File: src/rtl/button_conditioner_pkg.sv
// -----------------------------------------------------------------------------
// button_conditioner_pkg
//
// Shared definitions for the Simon button front end.
//   - NUM_BTNS                : number of player push-buttons.
//   - btn_idx_e               : button bit order. Bit 0..3 carry colour 0..3.
//                               button_decoder uses the same order for its val
//                               mapping, so btn_pulse can feed it directly.
//   - DEFAULT_DEBOUNCE_CYCLES : 10 ms at 50 MHz.
//   - cnt_width()             : width of a counter that must hold 0..cycles.
// -----------------------------------------------------------------------------
package button_conditioner_pkg;

    localparam int NUM_BTNS                = 4;
    localparam int DEFAULT_DEBOUNCE_CYCLES = 500000;

    typedef enum logic [1:0] {
        BTN_COLOUR0 = 2'd0,
        BTN_COLOUR1 = 2'd1,
        BTN_COLOUR2 = 2'd2,
        BTN_COLOUR3 = 2'd3
    } btn_idx_e;

    function automatic int cnt_width(input int cycles);
        return $clog2(cycles + 1);
    endfunction

endpackage

File: src/rtl/button_conditioner_channel.sv
// -----------------------------------------------------------------------------
// debounce_channel
//
// One button channel. It has a two-flop synchroniser, a debounce counter, the
// debounced level and a one-cycle press pulse.
//
// Ports
//   clk    in   system clock, rising edge
//   rst    in   asynchronous active-high reset; clears every flop
//   raw    in   raw button level, asynchronous to clk (1 = pressed)
//   en     in   press-pulse enable; only gates pulse
//   level  out  registered debounced level
//   pulse  out  registered one-cycle pulse on each debounced 0->1 transition
//
// The level flips on the DEBOUNCE_CYCLES-th consecutive edge at which the
// synchronised input differs from it. Any edge where they agree restarts the
// count.
// -----------------------------------------------------------------------------
module debounce_channel
    import button_conditioner_pkg::*;
#(
    parameter int DEBOUNCE_CYCLES = DEFAULT_DEBOUNCE_CYCLES   // legal range >= 1
) (
    input  logic clk,
    input  logic rst,
    input  logic raw,
    input  logic en,
    output logic level,
    output logic pulse
);

    localparam int                CNT_W   = cnt_width(DEBOUNCE_CYCLES);
    localparam logic [CNT_W-1:0]  CNT_MAX = CNT_W'(DEBOUNCE_CYCLES - 1);

    logic             s1_q,    s1_d;
    logic             s2_q,    s2_d;
    logic             lvl_q,   lvl_d;
    logic             pulse_q, pulse_d;
    logic [CNT_W-1:0] cnt_q,   cnt_d;

    always_comb begin
        s1_d    = raw;
        s2_d    = s1_q;
        lvl_d   = lvl_q;
        cnt_d   = cnt_q;
        pulse_d = 1'b0;

        if (s2_q == lvl_q) begin
            cnt_d = '0;
        end else if (cnt_q == CNT_MAX) begin
            // This is the last mismatching edge, so the level flips now. A
            // flip towards 1 is a press. The press is only reported when en is
            // high in this cycle. A press is never queued for later.
            lvl_d   = s2_q;
            cnt_d   = '0;
            pulse_d = s2_q & en;
        end else begin
            // Unreachable when DEBOUNCE_CYCLES == 1, because CNT_MAX is then 0.
            // The counter resets on flip, so it stays at or below CNT_MAX.
            cnt_d = cnt_q + CNT_W'(1);
        end
    end

    always_ff @(posedge clk or posedge rst) begin
        if (rst) begin
            s1_q    <= 1'b0;
            s2_q    <= 1'b0;
            lvl_q   <= 1'b0;
            cnt_q   <= '0;
            pulse_q <= 1'b0;
        end else begin
            s1_q    <= s1_d;
            s2_q    <= s2_d;
            lvl_q   <= lvl_d;
            cnt_q   <= cnt_d;
            pulse_q <= pulse_d;
        end
    end

    assign level = lvl_q;
    assign pulse = pulse_q;

endmodule

File: src/rtl/button_conditioner.sv
// -----------------------------------------------------------------------------
// button_conditioner
//
// Front end for the four raw player push-buttons. Each button gets its own
// synchroniser and debouncer. btn_pulse carries a one-cycle pulse per
// debounced press and feeds button_decoder.btn directly.
//
// Ports
//   clk        in   system clock, rising edge
//   rst        in   asynchronous active-high reset
//   btn_raw    in   [3:0] raw button levels, asynchronous (1 = pressed)
//   en         in   press-pulse enable; 0 suppresses btn_pulse only
//   btn_pulse  out  [3:0] registered one-cycle press pulses
//   btn_level  out  [3:0] registered debounced levels
//   any_held   out  1 when any debounced level is 1
//
// Presses that complete on the same edge produce a multi-hot pulse. This block
// does not arbitrate between them; button_decoder rejects that cycle.
// -----------------------------------------------------------------------------
module button_conditioner
    import button_conditioner_pkg::*;
#(
    parameter int DEBOUNCE_CYCLES = DEFAULT_DEBOUNCE_CYCLES   // legal range >= 1
) (
    input  logic                clk,
    input  logic                rst,
    input  logic [NUM_BTNS-1:0] btn_raw,
    input  logic                en,
    output logic [NUM_BTNS-1:0] btn_pulse,
    output logic [NUM_BTNS-1:0] btn_level,
    output logic                any_held
);

    for (genvar i = 0; i < NUM_BTNS; i++) begin : g_ch
        debounce_channel #(
            .DEBOUNCE_CYCLES (DEBOUNCE_CYCLES)
        ) u_ch (
            .clk   (clk),
            .rst   (rst),
            .raw   (btn_raw[i]),
            .en    (en),
            .level (btn_level[i]),
            .pulse (btn_pulse[i])
        );
    end

    // any_held is computed only from the level flops. It therefore changes on
    // the same edge as btn_level and always agrees with it.
    assign any_held = |btn_level;

endmodule

File: config.mk
export PLATFORM = sky130hd
export DESIGN_NAME = button_conditioner
export DESIGN_NICKNAME = d
export VERILOG_FILES = /design/src/rtl/button_conditioner_pkg.sv /design/src/rtl/button_conditioner_channel.sv /design/src/rtl/button_conditioner.sv
export SDC_FILE = /design/constraint.sdc
export NUM_CORES = 1
export LEC_CHECK = 0
export ABC_CLOCK_PERIOD_IN_PS = 3300
export BUFFER_PORTS_ARGS = -buffer_cell sky130_fd_sc_hd__buf_4
export CAP_MARGIN = 10
export CORE_ASPECT_RATIO = 0.6
export CORE_MARGIN = 2
export CORE_UTILIZATION = 45
export CTS_CLUSTER_DIAMETER = 30
export DETAILED_ROUTE_END_ITERATION = 10
export HOLD_SLACK_MARGIN = 0.08
export PLACE_DENSITY = 0.62
export REMOVE_ABC_BUFFERS = 1
export SLEW_MARGIN = 25
export SYNTH_ARGS = -nofsm -noshare
export SYNTH_HDL_FRONTEND = slang
export SYNTH_SLANG_ARGS = --single-unit
File: constraint.sdc
create_clock -name clk -period 3.3 [get_ports clk]
set_input_delay 0.165 -clock clk [delete_from_list [all_inputs] [get_ports clk]]
set_output_delay 0.165 -clock clk [all_outputs]
set_load 0.02 [all_outputs]
# Word-level counts from Yosys, hierarchy flattened
# Index checks and enable logic that the tools add are counted.
[word_totals] input_bits=7 regBits=92 output_inout_bits=9 word_cells=61
[op_classes] n_eq_ne=8 muxes=16 bitwise_logic=8 addsub=4 n_reduce_logical=5
[op_table] op="two-way mux 19 bit" count=8
[op_table] op="adder 19 x 1 -> 19 bit (second input constant)" count=4
[op_table] op="equality test 19 bit (second input constant)" count=4
[op_table] op="two-way mux 1 bit" count=8
[op_table] op="AND reduction 2 bit" count=4
[op_table] op="bitwise AND 1 bit" count=4
[op_table] op="equality test 1 bit" count=4
[op_table] op="inverter 1 bit" count=4
[op_table] op="OR reduction 4 bit" count=1

# Longest topological paths before layout
[depth] ltp_word=3 ltp_mapped=6 depth_no_buf=5

# Modules after synthesis
# A second synthesis with hierarchy kept.
[hier_totals] hier_cells=437 area_unflattened_um2=4626.9
[modules_own_cells] mod="debounce_channel" area_per_inst_um2=1154.9 n_inst=4 seq_area_each_um2=575.6 cells_per_inst=109
[modules_own_cells] mod="button_conditioner" area_per_inst_um2=7.5 n_inst=1 seq_area_each_um2=0.0 cells_per_inst=1

# Least setup slack after synthesis
# No wires, ideal clock.
[synth_path] path_type="reg-to-reg" startpoint="reg g_ch[3].u_ch.cnt_q[0]" endpoint="reg g_ch[3].u_ch.cnt_q[10]" setup_time_ns=0.132 n_path_buf=1 slack_ns=1.307 synth_period_minus_slack_ns=1.993 required_time_ns=3.168 arrival_time_ns=1.861 stages_incl_launch_ff=7 cell_sequence="dfrtp_1 ha_1 nand3_1 or3_1 o21ai_1 clkbuf_1 nor2_1"
[synth_between] elab_chain_len=3 elab_cells_between_ends=4 classes_between="add/sub (1); eq/ne (1); mux (2)"
[synth_lines] item="from (decl)" line="button_conditioner_channel.sv:39" rtl="logic [CNT_W-1:0] cnt_q, cnt_d;"
[synth_lines] item="from (signal assigned)" line="button_conditioner_channel.sv:75" rtl="cnt_q <= cnt_d;"
[synth_lines] item="adder 19 x 1 -> 19 bit or equality test 19 bit (tied branches)" line="button_conditioner_channel.sv:60, button_conditioner_channel.sv:50"
[synth_lines] item="two-way mux 19 bit (*)" line="button_conditioner_channel.sv:50" rtl="end else if (cnt_q == CNT_MAX) begin"
[synth_lines] item="two-way mux 19 bit (*)" line="button_conditioner_channel.sv:48" rtl="if (s2_q == lvl_q) begin"
[synth_lines] item="named net g_ch[3].u_ch.cnt_d[10]" line="button_conditioner_channel.sv:39"
# Mark *: on every way through the listed nets, which the timed path passes. The rest lies on a longest branch.
# A chain may end at the register's enable or synchronous reset.

# Final worst setup path
[layout_path] startpoint="reg g_ch[0].u_ch.cnt_q[0]" endpoint="reg g_ch[0].u_ch.cnt_q[18]"
[layout_between] elab_chain_len=3 elab_cells_between_ends=4 classes_between="add/sub (1); eq/ne (1); mux (2)"
[layout_lines] item="from (decl)" line="button_conditioner_channel.sv:39"
[layout_lines] item="from (signal assigned)" line="button_conditioner_channel.sv:75"
[layout_lines] item="adder 19 x 1 -> 19 bit or equality test 19 bit (tied branches)" line="button_conditioner_channel.sv:60, button_conditioner_channel.sv:50"
[layout_lines] item="two-way mux 19 bit (*)" line="button_conditioner_channel.sv:50"
[layout_lines] item="two-way mux 19 bit (*)" line="button_conditioner_channel.sv:48"
[layout_lines] item="named net g_ch[0].u_ch.cnt_d[18]" line="button_conditioner_channel.sv:39"
# Marked as above.

==> summary.md <==
| Metric | Value |
|---|---|
| GRT Total Usage | 18.6% |
| Layout Cells excl Fill | 597 |
| Root Buffer | clkbuf_16 |
| WP buf/inv | 0 |
| Period Utilization, post-route | 65.2% |
| Fillers | 856 |
| Die height | 80.5 µm |
| Gate Count Post-Synth | 439 |
| Req. time, crit path | 3.56 ns |
| Io pins | 16 |
| Slew HR | 42.0% |
| GP Congestion | 0.864 |
| H-tree levels | 3 |
| Final nets | 473 |
| DP Cell Count | 576 |
| Power per cell area | 449 mW/mm² |
| Max Buffers Root-to-Sink | 2 |
| Detail Route Antenna Nets | 0 |
| Yosys reg bits | 92 |
| Area share of the largest cell type after synthesis | 52.5% |
| Starting Density | 47.0% |
| CP top delay family | simple AND/OR/NAND/NOR gates |
| Status | completed |
| WS Path Type | register to register |
| Crit Reg-Reg Endpoint | g_ch[0].u_ch.cnt_q[18] |
| Final hold vios | 0 |
| WP data arrival | 2.41 ns |
| Pins Over Slew Limit | 0 |
| Vias/cell | 5.43 |
| Reg-to-reg slack, setup | 1.15 ns |
| Row count | 27 |
| RSZ-0062 raised after global routing | false |
| Share of post-route cells with drive strength above 1 | 11.3% |
| PostCTS Resize Cnt | 0 |
| FF-to-FF Start | g_ch[0].u_ch.cnt_q[0] |
| Fmax | 0.465 GHz |
| DRT iter0 DRCs | 274 |
| Worst hold endpoint | g_ch[3].u_ch.pulse |
| DP Wirelength | 6190 µm |
| Skew-Pair Late Insertion Delay | 0.34 ns |
| LEAKAGE | 1.97 nW |
| Maxcap violations | 0 |
| First-pass GRT wire length | 15500 µm |
| Worst VDD drop | 311 µV |
| Layout area overhead | 13.3% |
| Max stage delay cell, worst path | or4b_2 |
| Least-Margin Pin Slew | 0.862 ns |
| DR vias | 3241 |
| Clock sink count | 92 |
| Inserted Clock Buffers | 9 |
| Die W | 131 µm |
| Post-synth EDFFs | 0 |
| Commonest register cell after synthesis | dfrtp_1 |
| Leading area contributor after synthesis | dfrtp_1 |
| FFs w/ async S/R, synth | 100% |
| Final WS setup | 1.15 ns |
| CTS tree | done |
| Wirelength per Cell | 14.9 µm |
| Sequential element share of the synthesized area | 52.5% |
| Crit path capture type | register |
| Initial antenna violation count | 0 |
| R2R cell count | 5 |
| Ant diodes | 0 |
| Clock Skews | 0.00463 ns |
| Setup violators final | 0 |
| Clock slew at reported path FFs | 0.06 ns |
| Number of buffers added on ports | 15 |
| Core Area | 0.00932 mm² |
| Critical path launch point type | register |
| Min-delay src | en |
| Largest net degree at the start of global routing | 42 |
| Crit path max fanout | 9 |
| Number of synthesis warnings | 0 |
| Cell variety after synth | 36 |
| Mapped Area | 0.00439 mm² |
| Area contributors post-synth | dfrtp_1, xnor2_1, nor2_1 |
| First-pass DRT Iterations | 4 |
| Dpl ws | 1.17 ns |
| Crit-path cells | ha_1 > nand4_1 > nor2_1 > or4b_2 > a21oi_1 |
| Vias in the first global route | 3074 |
| Final setup TNS | 0 ns |
| Hold path depth | 3 |
| HP Class | input port to register |
| GRT Residual Overflow | 0 |
| Die Footprint | 0.0106 mm² |
| CP max stage delay | 0.61 ns |
| Synth Area per Inst | 9.99 µm² |
| WL final | 8870 µm |
| Remaining DRCs | 0 |
| Fin crit period | 2.15 ns |
area by class of cell:
| class | instances | area (µm²) | area share (%) |
|---|---|---|---|
| flip-flops and latches | 92 | 2300 | 46.3 |
| multi-input cells | 318 | 1940 | 39.1 |
| clock buffers | 13 | 270 | 5.44 |
| clock inverters | 3 | 20.0 | 0.403 |
| repair buffers | 27 | 215 | 4.33 |
| well taps | 130 | 163 | 3.27 |
| inverters | 14 | 53.8 | 1.08 |
worst max path at each step:
stage	startpoint	end	slack, ns	cells past startpoint
floorplan	rst	g_ch[0].u_ch.cnt_q[0]	0.74	1
global placement	g_ch[0].u_ch.cnt_q[0]	g_ch[0].u_ch.cnt_q[18]	1.21	5
detailed placement	g_ch[0].u_ch.cnt_q[0]	g_ch[0].u_ch.cnt_q[18]	1.17	5
CTS	g_ch[0].u_ch.cnt_q[0]	g_ch[0].u_ch.cnt_q[18]	1.15	5
global route	g_ch[0].u_ch.cnt_q[0]	g_ch[0].u_ch.cnt_q[18]	0.90	5
finish	g_ch[0].u_ch.cnt_q[0]	g_ch[0].u_ch.cnt_q[18]	1.15	5
state kept, by name, summed over array words and instances, names as in the netlist:
register         flops
g_ch.u_ch.cnt_q     76
g_ch.u_ch.level      4
g_ch.u_ch.pulse      4
g_ch.u_ch.s1_q       4
g_ch.u_ch.s2_q       4
synth_stat cells (all sizes together) (5+ instances only):
cell type,number
inv,14
o21ai,12
o31ai,7
nand3,25
or3,16
nand4,21
nand2,26
and3,6
a21oi,17
clkbuf,6
nor3,14
buf,9
nor2,63
dfrtp,92
xnor2,39
or4,10
or2,5
xor2,16
nor4,15
per-stage QoR:
stage                     total power (W)  util (%)  hold WS, ns  cell area (µm²)
after floorplan                   0.00123         -        0.196             4300
after global placement            0.00126      49.6        0.275             4630
after detailed placement          0.00126      49.6        0.276             4630
after CTS                         0.00226      53.3       0.0933             4970
after global routing              0.00233      53.3        0.106             4970
final                             0.00223      53.3        0.106             4970
placed cells by master, fill, tap and decap left out, types with 6 or more instances in the layout:
cell / synthesis / routed
nand3_1: 24 / 24
or4_1: 10 / 10
nor4_1: 15 / 15
nor3_1: 14 / 14
dfrtp_1: 92 / 92
inv_1: 14 / 13
o31ai_1: 7 / 7
and3_1: 6 / 6
nand4_1: 20 / 20
o21ai_0: 9 / 9
a21oi_1: 17 / 17
nand2_1: 26 / 26
xnor2_1: 39 / 39
xor2_1: 16 / 16
or3_1: 14 / 14
buf_4: 8 / 22
nor2_1: 63 / 63
clkbuf_16: 0 / 9
logic make-up after synthesis:
kind of cell	after synthesis	synth area share, %
muxes	4	1.03
DFF	92	52.5
buffers and inverters	29	3.19
and+or+nand+nor	217	26.3
AOI/OAI and AO/OA	38	4.91
xor gates and xnor gates	55	11.0
adders and majority gates	4	1.14
per-layer routing:
metal | vias up | track usage (%) | part of all wire [%]
li1 | 1587 | - | -
met1 | 1589 | 27.4 | 54
met2 | 57 | 26.8 | 43
met3 | 8 | 4.67 | 3.2
met4 | 0 | 5.87 | 0.77
met5 | - | 0 | 0
worst register-to-register path: cells and delay by family, from the launching register on:
kind                     cells  cell delay (ns)
AO/OA/AOI/OAI                1             0.18
adder cells (fa/ha/maj)      1             0.22
flip-flops                   1             0.39
AND/OR/NAND/NOR              3             1.29
report_power, final:
part / switching, W / leakage (nW) / total, W / internal (W)
clock: 0.000416 / 0.138 / 0.000987 / 0.000571
combinational: 0.0000522 / 0.579 / 0.0000797 / 0.0000275
sequential: 0.0000179 / 1.26 / 0.00116 / 0.00114
timing repair:
action / 4_1_cts / 5_1_grt
hold endpoints to repair: 43 / 0
hold buffers: 5 / 0
setup buffers: 0 / 0
Power figures use the tool's default switching activity.
